$ cat src/rtl/binary_decoder.sv
// Registered binary-to-one-hot decoder: out carries the one-hot decode of
// the select sampled at the previous rising edge, or all zeros when disabled.
module binary_decoder #(
  parameter  int SEL_WIDTH = 4,
  localparam int OUT_WIDTH = 2 ** SEL_WIDTH
) (
  input  logic                 clk,
  input  logic                 reset,
  input  logic                 load_enable,
  input  logic [SEL_WIDTH-1:0] in,
  output logic [OUT_WIDTH-1:0] out
);

  logic [OUT_WIDTH-1:0] out_d;
  logic [OUT_WIDTH-1:0] out_q;

  // Compare-based decode: an X/Z select or enable matches no bit, so the
  // register loads all zeros for unknown inputs.
  always_comb begin
    out_d = '0;
    if (load_enable) begin
      for (int i = 0; i < OUT_WIDTH; i++) begin
        if (in == SEL_WIDTH'(i)) begin
          out_d[i] = 1'b1;
        end
      end
    end
  end

  always_ff @(posedge clk) begin
    if (reset) begin
      out_q <= '0;
    end else begin
      out_q <= out_d;
    end
  end

  assign out = out_q;

  a_onehot0: assert property (@(posedge clk) $onehot0(out_q));

  a_zero_after_disable: assert property (@(posedge clk) !load_enable |=> out_q == '0);

  a_onehot_when_enabled: assert property (@(posedge clk)
    (!reset && load_enable && !$isunknown(in)) |=> $onehot(out_q));

  a_inputs_known: assert property (@(posedge clk)
    !reset |-> !$isunknown({load_enable, in}));

  for (genvar g = 0; g < OUT_WIDTH; g++) begin : g_cov_sel
    c_sel: cover property (@(posedge clk)
      !reset && load_enable && in == SEL_WIDTH'(g));
  end

endmodule

$ cat config.mk
export PLATFORM = sky130hd
export DESIGN_NAME = binary_decoder
export DESIGN_NICKNAME = d
export VERILOG_FILES = /design/src/rtl/binary_decoder.sv
export SDC_FILE = /design/constraint.sdc
export NUM_CORES = 1
export LEC_CHECK = 0
export ABC_AREA = 1
export CORE_AREA = 3 3 42 44
export DETAILED_ROUTE_END_ITERATION = 10
export DIE_AREA = 0 0 45 47
export PLACE_DENSITY = 0.66
export SETUP_SLACK_MARGIN = 0.1
export SLEW_MARGIN = 40
export SYNTH_ARGS = -nofsm -noshare
export SYNTH_HDL_FRONTEND = slang
export SYNTH_SLANG_ARGS = --single-unit
export TNS_END_PERCENT = 5
$ cat constraint.sdc
create_clock -name clk -period 0.8 [get_ports clk]
set_input_delay 0.2 -clock clk [delete_from_list [all_inputs] [get_ports clk]]
set_output_delay 0.2 -clock clk [all_outputs]
set_load 0.03 [all_outputs]
==> metrics.txt, run 1 <==
run status=finished, violations left; failing checks=negative setup slack; synthesized area=between 400 and 500 sq um; Comb pwr share=about 7.7%; Final Non-Filler Cells=95; minimum clock period after layout=0.939 ns; Hold Fails Final Rpt=0; # setup viols final=16; top-count cell post-synth=nor2_1; drt via density=4.12; PD cells=between 1500 and 2000 nW/um^2; max reg flops=16; DRT iter0 DRCs=4; Flop pwr share=a little under three fifths; Sw Share=a little over a fifth; Worst-Margin Slew=about 0.16 ns; initial core utilization=32.1%; Reg clk slew, reported paths=about 0.090 ns; Core ar.=about 1500 sq um; Critical-path top delay cell=dfxtp_2; Synth cell types=6; RSZ-0062 raised after global routing=yes; largest net degree at the start of global routing=10; Post-Syn Area per Cell=around 8.9 sq um; Clock Sinks=16; #FFs+latches synth=16; share of the synthesized area in the top cell type=approximately two thirds; Final HPWL DP=673 microns; Req. time, crit path=0.60 ns; drt first pass iters=4; Clock power frac=36.1%; sw power=between 0.0003 and 0.0004 W; DRT Wirelength=roughly 860 microns; Worst Path Buf+Inv=1; Async SR Flop Fraction=0%; register area share after synthesis=67.9%; Die Span Y=47 microns; syn nets=60; DP Worst Slack=-0.358 ns; CP startpoint kind=flip-flop; CP delay by family, top=flip-flops; Post-layout nets=a little under 90; CP Capture Type=output port; Synth Instances=between 50 and 60; Arr. time, crit path=0.74 ns; global-route wire length before repair=1370 microns; CTS tree=yes; CP peak stage delay=about 0.34 ns; row cnt=14; fin crit share=117%; Die X=~45 microns; Final GP Congestion=around 0.75; leakage power=approximately 0.38 nW; most frequent cells after synthesis=nor2_1, dfxtp_1, nand2_1, inv_1; area grow syn2layout=68.2%; Setup CP Type=reg2out; Max Freq=between 1000 and 1500 MHz; post-DR wirelength/cell=between 9 and 10 microns; worst vdd ir=1.09 mV; most frequently used flop master after synthesis=dfxtp_1; Crit Path Max Fanout=1; EDFF count, synth=0; slew margin rel.=89.5%; CTS Buffer Depth=2; Clock Tree Root=clkbuf_4; Die Area=2120 sq um; H-tree depth=1; max_cap viols=0; Min-Delay Path Class=in2reg; worst hold slack=about 0.25 ns; Post-Place Cells=91; final worst slack=-0.139 ns; initial antenna violation count=0; post-route ant nets=0; via count of the routed design=between 300 and 400; GRT Residual Overflow=0; Num CTS Buffers=3; DRC=0; internal power=between 0.001 and 0.0015 W; # fillers=between 100 and 150; cell taking the most area after synthesis=dfxtp_1; critical path, cell by cell=buf_6; Port Buf Inserts=22; Setup Fix Bufs, Post-CTS=0; I/O pin cnt=23; ranking of synthesized cells by area=dfxtp_1, nor2_1, nand2_1; yosys warns=0; n_diodes=0; vias in the first global route=around 370; Slew Limit Fails=0; Tot GR Track Use=under 10%; share of cells above drive strength 1=between 50% and 60%
kinds of logic after synthesis:
group                  count (synthesis)  synth area share, %
buffers and inverters                  7                 5.57
AND/OR/NAND/NOR                       30                 26.5
flip-flops                            16                 67.9
cells in the final DEF (no fill, tap or decap):
| cell | Yosys | layout |
|---|---|---|
| inv_1 | 7 | 6 |
| dfxtp_2 | 0 | 16 |
| clkbuf_4 | 0 | 3 |
| nor2_1 | 20 | 19 |
| or2_4 | 1 | 1 |
| buf_6 | 0 | 16 |
| clkbuf_8 | 0 | 1 |
| dlygate4sd2_1 | 0 | 4 |
| nor2_4 | 1 | 1 |
| inv_2 | 0 | 1 |
| nor2_2 | 0 | 1 |
| dlymetal6s2s_1 | 0 | 2 |
| nand2_1 | 8 | 7 |
| nand2_2 | 0 | 1 |
repair_timing:
item | in CTS | in global routing
pin swaps | 2 | 2
cloned | 0 | 0
endpoints found under the setup margin | 32 | 32
hold buffers | 0 | 0
hold endpoints to repair | 0 | 0
gates resized for setup | 38 | 3
through the flow:
step	area, sq um	util (%)	total power (W)	TNS (ns)
after CTS	788	53.6	0.00145	-2.41
after global placement	672	45.7	0.000935	-4.97
after detailed placement	672	45.7	0.000936	-5.11
final	793	53.9	0.00144	-2.16
after floorplan	472	-	0.000880	0
after global routing	793	53.9	0.00149	-2.58
cell type report:
class                   count  area (sq um)  share of cell area (%)
clock buffers               4          36.3                    4.57
inverters                   7          26.3                    3.31
multi-input cells          30           130                    16.4
flip-flops and latches     16           340                    42.9
well taps                  16          20.0                    2.52
repair buffers             22           240                    30.3
final timing paths:
path | from | to | slack, ns | cells after the start
hold / removal | reset | out[11] | 0.25 | 4
setup / recovery | out[3] | out[3] | -0.14 | 1
power by group through the flow:
stage / Clock, W / Sequential [W] / Combinational (W)
after floorplan: 0 / 0.000841 / 0.0000391
after global placement: 0 / 0.000824 / 0.000111
after detailed placement: 0 / 0.000825 / 0.000112
after CTS: 0.000533 / 0.000808 / 0.000112
after global routing: 0.000563 / 0.000809 / 0.000122
final: 0.000519 / 0.000808 / 0.000111
routing by layer:
layer / GRT usage (%) / up-vias / wire length [microns] / share of wire (%)
met2: 13.6 / 17 / 406 / 47
met4: 7.02 / 0 / 21 / 2.4
met1: 11.4 / 166 / 367 / 43
met5: 0 / - / 0 / 0
li1: - / 206 / - / -
met3: 2.30 / 2 / 67 / 7.8
No activity file was read; power rests on OpenSTA's default activity.
==> inputs of run 2 (changes only) <==
--- a/config.mk
+++ b/config.mk
@@ -6,7 +6,9 @@
 export NUM_CORES = 1
 export LEC_CHECK = 0
 export ABC_AREA = 1
+export ABC_CLOCK_PERIOD_IN_PS = 800
 export CORE_AREA = 3 3 42 44
+export CTS_CLUSTER_DIAMETER = 30
 export DETAILED_ROUTE_END_ITERATION = 10
 export DIE_AREA = 0 0 45 47
 export PLACE_DENSITY = 0.66
==> results of run 2 <==
The final DEF is identical to that of run 1; final timing and power are the same.
